<file path="config.mk">
export PLATFORM = sky130hd
export DESIGN_NAME = intr_ctrl
export DESIGN_NICKNAME = d
export VERILOG_FILES = /design/src/rtl/intr_ctrl_pkg.sv /design/src/rtl/intr_ctrl_prio_enc.sv /design/src/rtl/intr_ctrl.sv
export SDC_FILE = /design/constraint.sdc
export NUM_CORES = 1
export LEC_CHECK = 0
export ABC_CLOCK_PERIOD_IN_PS = 1250
export BUFFER_PORTS_ARGS = -buffer_cell sky130_fd_sc_hd__buf_2
export CAP_MARGIN = 20
export CORE_AREA = 2 2 108 110
export CTS_BUF_LIST = sky130_fd_sc_hd__clkbuf_8 sky130_fd_sc_hd__clkbuf_16
export CTS_CLUSTER_DIAMETER = 100
export DETAILED_ROUTE_END_ITERATION = 12
export DIE_AREA = 0 0 110 112
export GPL_TIMING_DRIVEN = 0
export PLACE_DENSITY = 0.54
export SYNTH_ARGS = -nofsm -noshare
export SYNTH_HDL_FRONTEND = slang
export SYNTH_SLANG_ARGS = --single-unit
</file>
<file path="constraint.sdc">
create_clock -name clk -period 1.25 [get_ports clk]
set_input_delay 0.1875 -clock clk [delete_from_list [all_inputs] [get_ports clk]]
set_output_delay 0.1875 -clock clk [all_outputs]
set_load 0.02 [all_outputs]
</file>
<file path="src/rtl/intr_ctrl_pkg.sv">
// Shared CPU interrupt-controller types: FSM states, config register map,
// STATUS bit layout and the request bundle fed to the core's SR stage.
package intr_ctrl_pkg;

    typedef enum logic [1:0] {
        IDLE   = 2'd0,
        REQ    = 2'd1,
        ACTIVE = 2'd2
    } intr_state_e;

    localparam logic [1:0] CFG_MASK    = 2'd0;
    localparam logic [1:0] CFG_EDGE    = 2'd1;
    localparam logic [1:0] CFG_PENDING = 2'd2;
    localparam logic [1:0] CFG_STATUS  = 2'd3;

    localparam int unsigned STATUS_EN_BIT     = 0;
    localparam int unsigned STATUS_ACTIVE_BIT = 1;
    localparam int unsigned STATUS_ID_LSB     = 8;
    localparam int unsigned STATUS_ID_W       = 5;

    localparam int unsigned INTR_XLEN = 32;

    typedef struct packed {
        logic                 irr;
        logic [INTR_XLEN-1:0] intr_vec;
    } intr_req_t;

    // Channel-id width, never narrower than one bit.
    function automatic int unsigned id_width(input int unsigned n);
        return (n > 1) ? $clog2(n) : 1;
    endfunction

endpackage

</file>
<file path="src/rtl/intr_ctrl_prio_enc.sv">
// Lowest-index-wins priority encoder over NCH request bits.
module intr_prio_enc
    import intr_ctrl_pkg::*;
#(
    parameter  int unsigned NCH = 4,
    localparam int unsigned AW  = id_width(NCH)
) (
    input  logic [NCH-1:0] req,
    output logic [AW-1:0]  id_c,
    output logic           valid_c
);

    // Scan from the top so the lowest set index is the last one written.
    always_comb begin
        id_c    = '0;
        valid_c = |req;
        for (int i = NCH - 1; i >= 0; i--) begin
            if (req[i]) id_c = AW'(i);
        end
    end

endmodule

</file>
<file path="src/rtl/intr_ctrl.sv">
// Multi-channel interrupt controller: latches edge/level lines, arbitrates by
// fixed priority, requests the core and tracks one non-nested handler.
module intr_ctrl
    import intr_ctrl_pkg::*;
#(
    parameter  int unsigned    NCH        = 4,
    parameter  int unsigned    XLEN       = 32,
    parameter  logic [XLEN-1:0] VEC_BASE  = XLEN'(32'h0000_0100),
    parameter  int unsigned    VEC_STRIDE = 16,
    localparam int unsigned    AW         = id_width(NCH)
) (
    input  logic            clk,
    input  logic            rst_n,
    input  logic [NCH-1:0]  irq_in,
    input  logic            core_intr_en,
    input  logic [XLEN-1:0] core_pc,
    input  logic            intr_take,
    input  logic            intr_ret,
    output logic            irr,
    output logic [XLEN-1:0] intr_vec,
    output logic [XLEN-1:0] intr_pc,
    output logic            ack,
    output logic            active,
    output logic [AW-1:0]   active_id,
    input  logic            cfg_we,
    input  logic [1:0]      cfg_addr,
    input  logic [XLEN-1:0] cfg_wdata,
    output logic [XLEN-1:0] cfg_rdata
);

    intr_state_e     state_q, state_d;
    logic [NCH-1:0]  mask_q, edge_q, pend_q, irq_q, pend_d;
    logic [NCH-1:0]  rise, eligible, w1c, take_clr;
    logic [AW-1:0]   sel_q, sel_d, enc_id;
    logic            enc_valid, take_c;
    logic [XLEN-1:0] vec_d, pc_d;
    logic [AW-1:0]   active_id_d;
    logic            irr_d, ack_d, active_d;
    logic            unused_wdata;

    assign unused_wdata = ^cfg_wdata;

    function automatic logic [XLEN-1:0] vec_of(input logic [AW-1:0] id);
        return VEC_BASE + XLEN'(id) * XLEN'(VEC_STRIDE);
    endfunction

    assign rise     = irq_in & ~irq_q;
    assign eligible = pend_q & mask_q;

    intr_prio_enc #(.NCH(NCH)) u_prio_enc (
        .req     (eligible),
        .id_c    (enc_id),
        .valid_c (enc_valid)
    );

    // Edge channels: rise beats any clear; level channels just follow the line.
    always_comb begin
        w1c      = (cfg_we && cfg_addr == CFG_PENDING) ? cfg_wdata[NCH-1:0] : '0;
        take_clr = take_c ? (NCH'(1) << sel_q) : '0;
        pend_d   = (edge_q & (rise | (pend_q & ~(w1c | take_clr)))) | (~edge_q & irq_in);
    end

    // Next-state and registered-output logic.
    always_comb begin
        state_d     = state_q;
        sel_d       = sel_q;
        vec_d       = intr_vec;
        pc_d        = intr_pc;
        active_id_d = active_id;
        ack_d       = 1'b0;
        take_c      = 1'b0;
        case (state_q)
            IDLE: begin
                if (core_intr_en && enc_valid) begin
                    state_d = REQ;
                    sel_d   = enc_id;
                    vec_d   = vec_of(enc_id);
                end
            end
            REQ: begin
                if (intr_take) begin
                    take_c      = 1'b1;
                    state_d     = ACTIVE;
                    pc_d        = core_pc;
                    active_id_d = sel_q;
                    ack_d       = 1'b1;
                end else if (!core_intr_en || !enc_valid) begin
                    state_d = IDLE;
                end else begin
                    sel_d = enc_id;
                    vec_d = vec_of(enc_id);
                end
            end
            ACTIVE: begin
                if (intr_ret) state_d = IDLE;
            end
            default: state_d = IDLE;
        endcase
        irr_d    = (state_d == REQ);
        active_d = (state_d == ACTIVE);
    end

    always_ff @(posedge clk) begin
        if (!rst_n) begin
            state_q   <= IDLE;
            sel_q     <= '0;
            irr       <= 1'b0;
            intr_vec  <= '0;
            intr_pc   <= '0;
            ack       <= 1'b0;
            active    <= 1'b0;
            active_id <= '0;
        end else begin
            state_q   <= state_d;
            sel_q     <= sel_d;
            irr       <= irr_d;
            intr_vec  <= vec_d;
            intr_pc   <= pc_d;
            ack       <= ack_d;
            active    <= active_d;
            active_id <= active_id_d;
        end
    end

    always_ff @(posedge clk) begin
        if (!rst_n) begin
            mask_q <= '0;
            edge_q <= '0;
            pend_q <= '0;
            irq_q  <= '0;
        end else begin
            irq_q  <= irq_in;
            pend_q <= pend_d;
            if (cfg_we) begin
                case (cfg_addr)
                    CFG_MASK: mask_q <= cfg_wdata[NCH-1:0];
                    CFG_EDGE: edge_q <= cfg_wdata[NCH-1:0];
                    default: ;
                endcase
            end
        end
    end

    // Config read window; unused bits read as zero.
    always_comb begin
        cfg_rdata = '0;
        case (cfg_addr)
            CFG_MASK:    cfg_rdata = XLEN'(mask_q);
            CFG_EDGE:    cfg_rdata = XLEN'(edge_q);
            CFG_PENDING: cfg_rdata = XLEN'(pend_q);
            default: begin
                cfg_rdata[STATUS_EN_BIT]                    = core_intr_en;
                cfg_rdata[STATUS_ACTIVE_BIT]                = active;
                cfg_rdata[STATUS_ID_LSB +: STATUS_ID_W]     = STATUS_ID_W'(active_id);
            end
        endcase
    end

endmodule

</file>
# Yosys cells after proc, flatten, opt, wreduce, memory -nomap -nowiden
# Index checks and enable logic that the tools add are counted.
# totals
ff_bits,89
input_bits,76
output_inout_bits,101
# op_classes
addsub,1
eq_ne,9
shift,1
mux,24
bitwise_logic,11
reduce_logical,14
# ops
operator,n
$mux W32,3
$pmux W32 S2,1
$mux W2,12
$and A4 B4 Y4,5
$pmux W2 S3,3
$not A4 Y4,3
$or A4 B4 Y4,3
$add A9 B6 Y10 const A,1
$mux W4,2
$eq A2 B1 Y1 const B,3
$eq A2 B2 Y1 const B,3
$ne A2 B2 Y1 const B,3
$reduce_and A2 Y1,3
$logic_not A2 Y1,2
$pmux W2 S2,1
$reduce_and A4 Y1,1
$reduce_or A4 Y1,1
$shl A1 B2 Y4 const A,1
$reduce_or A3 Y1,1
$logic_and A1 B1 Y1,2
$logic_not A1 Y1,2
$mux W1,2
$reduce_bool A2 Y1,1
$logic_or A1 B1 Y1,1

# Longest topological paths before layout
# Gate-level depths: netlist (run 1).
# depth
ltp_word,9
depth_mapped,5

# Cells and area by module
# From an unflattened synthesis (run 1), not the netlist that was laid out.
# unflattened
hier_cells,318
hier_area_um2,2772.7
# by_module_without_submodules
mod,instances,cells_each,area_per_inst_um2,seq_area_each_um2
intr_ctrl,1,311,2737.6,1161.1
intr_prio_enc,1,7,35.0,0.0

# Worst setup path before layout (run 1)
# OpenSTA, ideal clock, no wires.
# synth_path
kind,reg-to-output
start,reg active
end,out cfg_rdata[1]
arrival_time_ns,0.908
required_time_ns,1.062
setup_slack_ns,0.154
stages_incl_launch_ff,2
path_cell_list,dfxtp_1 -> mux4_2
# synth_between
elab_chain_len,1
# synth_lines
item,line_no,rtl
from (decl),intr_ctrl.sv:23,"output logic active,"
from (signal assigned),intr_ctrl.sv:120,active <= active_d;
$pmux W2 S3,intr_ctrl.sv:147,case (cfg_addr)
to (decl),intr_ctrl.sv:28,output logic [XLEN-1:0] cfg_rdata
# Every way passes these cells.

# Worst setup path in the final report (run 1)
# Ends and elaborated chain as after synthesis.

==> summary.md, run 1 <==
| Metric | Value |
|---|---|
| Leak | 1.971 nW |
| Yosys warning count | 0 |
| Hold_ws | 97.71 ps |
| Worst-Margin Slew | 512.0 ps |
| DRT Wirelength | 6.980 mm |
| Post-Syn Area | 2746 sq um |
| Worst Path Max Fanout | 2 |
| Final core occ | 36.19% |
| Root Buffer | clkbuf_16 |
| Multi-input gate area | 1290 sq um |
| Clock power frac | 53.8% |
| Max transition margin | 65.87% |
| Pin count of the biggest net entering global routing | 11 |
| Max Clk Rate | 678.5 MHz |
| Post-Synthesis Cells | 308 |
| Seq pwr share | 35.6% |
| I/O Pins | 177 |
| Slowest library cell on the worst path | mux4_2 |
| Worst Path Required | 1060 ps |
| Post-route DRC | 0 |
| Post-synth top area share | 42.28% |
| Failing checks | negative setup slack |
| CP Capture Type | primary output |
| Nets | 547 |
| Pwr/cell area | 1327 nW/um^2 |
| Number of global-route vias before repair | 2151 |
| Port Buffers | 92 |
| Post-DP HPWL | 5.338 mm |
| # setup viols final | 2 |
| FF-to-FF Start | mask_q[3]$_SDFFE_PN0P_ |
| Top post-synthesis cells by area | dfxtp_1, buf_4, nand2_1 |
| Die area | 12320 sq um |
| Tot GR Track Use | 11.33% |
| Max-cap violations | 0 |
| Overall power | 0.005365 W |
| H-Tree Depth | 3 |
| WL/cell | 11.28 um |
| TritonCTS clock tree | built |
| Final weighted congestion in routability-driven placement | 0.7654 |
| Fin worst setup slack | -223.8 ps |
| CP peak stage delay | 490 ps |
| Routed via count | 2392 |
| Min cycle time layout | 1474 ps |
| Vert. Die Dim | 112 um |
| Synth area leader | dfxtp_1 |
| Crit path max-delay family | multiplexers |
| DR iter-0 viols | 94 |
| # clock sinks | 58 |
| Net Sw Frac | 21.75% |
| Syn avg cell area | 8.917 sq um |
| Clock tree buffer depth | 2 |
| CP arrival | 1290 ps |
| Post-DRT Antenna Nets | 0 |
| Period utilisation layout | 117.9% |
| Post-Place Cells | 597 |
| Status | complete, but fails checks |
| First-pass GRT wire length | 10.61 mm |
| Crit path buffers/inverters | 1 |
| Via/cell ratio | 3.864 |
| Share of cells above drive strength 1 | 42.65% |
| Int Power | 0.004198 W |
| Final Skew | 7.673 ps |
| Fillers | 1177 |
| Final Hold Viols | 0 |
| Worst vdd ir | 554.3 uV |
| Die W | 110 um |
| Register area share after synthesis | 42.28% |
| CORE AREA | 11170 sq um |
| Psw | 0.001167 W |
| Max Slew Vio Count | 0 |
| Site Rows | 39 |
| Initial core utilization | 24.58% |
| Area growth syn-to-layout | 47.24% |
| Crit path kind | flop to primary output |
| Initial DRT Pass Iterations | 4 |
| Clock-pin slew on the worst setup and hold paths | 50 ps |
| Worst skew pair latency | 320 ps |
| Post-synthesis cell type count | 32 |
| Initial antenna violation count | 0 |
| Setup repair after global routing missed its margin | yes |
| Storage cell area | 1181 sq um |
| Worst setup path startpoint | active$_SDFF_PN0_ |
| Sequence of cells on the critical path | mux4_2, buf_6 |
| FF+latch count, synth | 58 |
| # diodes | 0 |
| Combinational share of power | 10.6% |
| Total CTS buffers | 9 |
| Worst Hold Class | input port to flop |
| Grt ovf | 0 |
| Critical path startpoint category | flop |
| Worst Hold Launch | irq_in[0] |
| Non-filler cells in the finished layout | 619 |
## cells in the final DEF, fill, tap and decap left out, types with 6 or more instances in the layout
master	n
nand2_1	79
nor2b_1	8
dfxtp_2	16
and2_1	7
a21boi_1	29
clkbuf_16	9
buf_2	90
mux2i_1	11
a21boi_0	7
buf_4	67
conb_1	55
dfxtp_1	42
buf_6	6
## layer usage
| metal | vias up | GRT usage, % | wire (um) |
|---|---|---|---|
| met5 | - | 0 | 0 |
| met3 | 9 | 4.918 | 636 |
| met4 | 0 | 3.291 | 70 |
| li1 | 1234 | - | - |
| met2 | 96 | 16.97 | 3085 |
| met1 | 1053 | 14.71 | 3187 |
## cells in the mapped netlist, drive strengths merged
cell type,number
and3,2
nand3,5
a22oi,2
nor3,1
a21boi,36
nor3b,1
nand2,80
nand4,1
o21a,1
a32o,1
a221oi,1
conb,1
nor2b,8
o22ai,1
and3b,1
and2,7
dfxtp,58
mux2i,11
nand3b,5
a21o,1
mux4,2
o21ai,2
o221a,1
buf,65
nor2,4
a21oi,3
clkbuf,5
a22o,2
## per-stage QoR
stage / setup WS, ps / setup TNS [ps] / instance area (sq um)
detailed placement: -52.52 / -203.0 / 3588
global route: -259.1 / -566.8 / 4044
floorplan: 154.4 / 0 / 2949
finish: -223.8 / -438.5 / 4044
CTS: -240.5 / -466.6 / 3990
global placement: -57.66 / -117.7 / 3588
## sequential cells by signal (all words and copies together), names as in the netlist
name	cells
mask_q	4
state_q	2
intr_vec	2
edge_q	4
sel_q	1
pend_q	4
active_id	2
irr	1
ack	1
intr_pc	32
irq_q	4
active	1
## power groups by stage
stage	clock network [W]	registers, W	logic [W]
final	0.00289	0.00191	0.000568
after CTS	0.00297	0.00191	0.000554
after global placement	0	0.00194	0.000540
after detailed placement	0	0.00195	0.000541
after floorplan	0	0.00195	0.000409
after global routing	0.00307	0.00191	0.000620
## area by class of cell
type                    count  area share, %
multi-input cells         234          31.90
flip-flops and latches     58          29.21
repair buffers             98          13.03
plain buffers              70          12.69
clock buffers              11          6.250
well taps                 143          4.425
clock inverters             5          2.506
## worst register-to-register path, cell delays in order (launching register included)
cell and delay [ps]:
dfxtp_2 320, buf_4 140, a22oi_1 270, a21oi_2 150, o21a_1 190
## what timing repair did
action,CTS,global route
buffers inserted,2,4
pin swaps,0,3
resized for setup,19,9
cloned,0,0
endpoints found under the setup margin,14,39
hold buffers,0,0
## cells by family (layout without fill, tap and decap cells)
family	after synthesis	after routing	share of synthesized area (%)
simple gates	115	115	19.32
buf+inv	70	184	18.59
flops	58	58	42.28
compound gates	51	51	14.03
mux	13	13	5.649
other cells	1	55	0.1365
## worst paths after layout
kind	end	slack, ps	cells past startpoint
setup / recovery	cfg_rdata[1]	-220	2
hold / removal	irq_q[0]$_SDFF_PN0_	100	2
setup reg to reg	intr_vec[8]$_SDFFE_PN0P_	90	4
hold reg to reg	intr_pc[15]$_SDFFE_PN0P_	450	2
Power figures use the tool's default switching activity.
==> run 2, diff against run 1 <==
--- a/config.mk
+++ b/config.mk
@@ -5,14 +5,15 @@
 export SDC_FILE = /design/constraint.sdc
 export NUM_CORES = 1
 export LEC_CHECK = 0
+export ABC_AREA = 1
 export ABC_CLOCK_PERIOD_IN_PS = 1250
 export BUFFER_PORTS_ARGS = -buffer_cell sky130_fd_sc_hd__buf_2
 export CAP_MARGIN = 20
-export CORE_AREA = 2 2 108 110
+export CORE_AREA = 2 2 106 108
 export CTS_BUF_LIST = sky130_fd_sc_hd__clkbuf_8 sky130_fd_sc_hd__clkbuf_16
 export CTS_CLUSTER_DIAMETER = 100
 export DETAILED_ROUTE_END_ITERATION = 12
-export DIE_AREA = 0 0 110 112
+export DIE_AREA = 0 0 108 110
 export GPL_TIMING_DRIVEN = 0
 export PLACE_DENSITY = 0.54
 export SYNTH_ARGS = -nofsm -noshare
==> summary.md, run 2 <==
| Metric | Value |
|---|---|
| Synth area leader | dfxtp_1 |
| Initial DRT Pass Iterations | 4 |
| Critical path startpoint category | flop |
| CP Capture Type | primary output |
| H-Tree Depth | 3 |
| Pin count of the biggest net entering global routing | 11 |
| Total CTS buffers | 9 |
| Synth async-reset ratio | 0% |
| Met2 Use GR | 18.96% |
| Clock-pin slew on the worst setup and hold paths | 70 ps |
| Nets | 595 |
| CP peak stage delay | 330 ps |
| Leak | 2.045 nW |
| Top-count cell post-synth | nor2_1 |
| Worst Path Required | 1060 ps |
| Worst skew pair latency | 340 ps |
| Worst Path Max Fanout | 2 |
| Most frequent cells in the layout | buf_2, nor2_1, buf_4, conb_1, dfxtp_1 |
| Max-cap violations | 0 |
| Post-DP HPWL | 5.288 mm |
| Via/cell ratio | 3.792 |
| Register area share after synthesis | 43.84% |
| Top post-synthesis cells by count | nor2_1, dfxtp_1, buf_4 |
| Crit path buffers/inverters | 1 |
| Period utilisation layout | 108.7% |
| Hold buffer count at cts | 0 |
| Final weighted congestion in routability-driven placement | 0.8103 |
| Post-route DRC | 0 |
| CP arrival | 1170 ps |
| Max Slew Vio Count | 0 |
| Post-Syn Area | 2649 sq um |
| Yosys warning count | 0 |
| Post-synth top flop | dfxtp_1 |
| CORE AREA | 10700 sq um |
| Final core occ | 35.23% |
| Root Buffer | clkbuf_8 |
| Cell area after layout | 3769 sq um |
| Hold_ws | 47.43 ps |
| I/O Pins | 177 |
| Top post-synthesis cells by area | dfxtp_1, buf_4, nor2_1 |
| Tot GR Track Use | 11.90% |
| Vert. Die Dim | 110 um |
| Slowest library cell on the worst path | dfxtp_2 |
| Final Hold Viols | 0 |
| Pwr/cell area | 1109 nW/um^2 |
| Max FFs per register | 32 |
| Grt ovf | 0 |
| Min cycle time layout | 1358 ps |
| Crit path kind | flop to primary output |
| Failing checks | negative setup slack |
| DRT Wirelength | 7.039 mm |
| Worst vdd ir | 409.4 uV |
| Grt peak-use layer | met2 |
| Port Buffers | 93 |
| Crit path max-delay family | flip-flops |
| Clock tree buffer depth | 2 |
| Area growth syn-to-layout | 42.28% |
| Placed inst area | 3492 sq um |
| # setup viols final | 3 |
| Commonest non-fill, non-tap cell in the layout | buf_2 |
| FF+latch count, synth | 58 |
| Post-synth top area share | 43.84% |
| # clock sinks | 58 |
| DR iter-0 viols | 72 |
| GRT met1 Usage | 13.79% |
| Final Skew | 4.518 ps |
| Sequence of cells on the critical path | nand2_2, o21ai_2, a21oi_2, o21ai_1, buf_4 |
| Status | complete, but fails checks |
| Post-synthesis cell type count | 25 |
| Setup repair after global routing missed its margin | yes |
| # diodes | 0 |
| First-pass GRT wire length | 10.68 mm |
| Overall power | 0.004180 W |
| Worst Hold Class | input port to flop |
| Fin worst setup slack | -108.4 ps |
| Routed via count | 2518 |
| WL/cell | 10.60 um |
| Max Clk Rate | 736.2 MHz |
| TritonCTS clock tree | built |
| Number of global-route vias before repair | 2245 |
| Post-DRT Antenna Nets | 0 |
| Post-synth EDFFs | 0 |
| Site Rows | 38 |
| Syn avg cell area | 7.461 sq um |
| Initial core utilization | 24.76% |
| Die area | 11880 sq um |
| Die W | 108 um |
| Sum Neg Setup Slack | -162.2 ps |
| Met3 GRT Util | 4.938% |
| Largest Register | intr_pc |
| Post-Synthesis Cells | 355 |
| Initial antenna violation count | 0 |
| Share of cells above drive strength 1 | 38.74% |
==> run 2: cell types whose count changed in the layout (fill, tap and decap cells not counted), sizes merged, moves of 5 or more <==
cell,delta
a21boi,-36
a21oi,+5
and2,-6
clkbuf,-5
inv,+21
mux2i,-11
nand2,-30
nand3,+5
nand3b,-5
nor2,+85
nor2b,-8
o21ai,+42
==> run 2: power by group <==
| part | internal [W] | switching, W |
|---|---|---|
| sequential | 0.00190 | 0.0000318 |
| combinational | 0.000262 | 0.000371 |
| clock | 0.000884 | 0.000729 |
==> run 2: metal layers <==
layer	up-vias	share of wire (%)	routed length, um
li1	1335	-	-
met1	1060	43	3000
met2	110	44	3127
met3	13	11	770
met4	0	2.0	140
met5	-	0	0
==> run 2: layout make-up <==
class,instances,area [sq um]
Buffer,67,490.5
Clock buffer,9,123.9
Clock inverter,7,55.05
Fill cell,1185,6929
Inverter,19,71.32
Multi-Input combinational cell,265,1159
Sequential cell,58,1171
Tap cell,140,175.2
Timing Repair Buffer,99,523.0
==> run 2: worst paths after layout <==
| kind | startpoint | to | slack (ps) | depth (start not counted) |
|---|---|---|---|---|
| setup reg to reg | state_q[0]$_SDFF_PN0_ | intr_pc[7]$_SDFFE_PN0P_ | 130 | 6 |
| hold reg to reg | edge_q[3]$_SDFFE_PN0P_ | edge_q[3]$_SDFFE_PN0P_ | 460 | 2 |
| setup / recovery | pend_q[0]$_SDFF_PN0_ | cfg_rdata[0] | -110 | 5 |
| hold / removal | irq_in[3] | irq_q[3]$_SDFF_PN0_ | 50 | 3 |
==> run 2: kinds of logic (layout without fill, tap and decap cells) <==
group | Yosys count | count (layout) | synth area share [%]
simple gates | 153 | 153 | 23.52
buf+inv | 86 | 201 | 21.21
other cells | 1 | 55 | 0.1416
flops | 58 | 58 | 43.84
compound gates | 57 | 57 | 11.29
==> run 2: timing repair <==
item                                    CTS  global route
endpoints found under the setup margin    4             8
setup buffers                             4             3
resized for setup                        13            12
pin swaps                                 2             6
hold endpoints to repair                  0             0
==> run 2: metrics by stage <==
stage,std cells,worst slack [ps]
5_1_grt,664,-172.7
3_3_place_gp,642,-14.40
2_1_floorplan,409,260.7
6_report,664,-108.4
4_1_cts,662,-129.1
3_5_place_dp,642,-23.40
==> run 2: worst min-delay path: stages <==
cell and delay (ps):
buf_2 80, nand2_1 40, inv_1 60
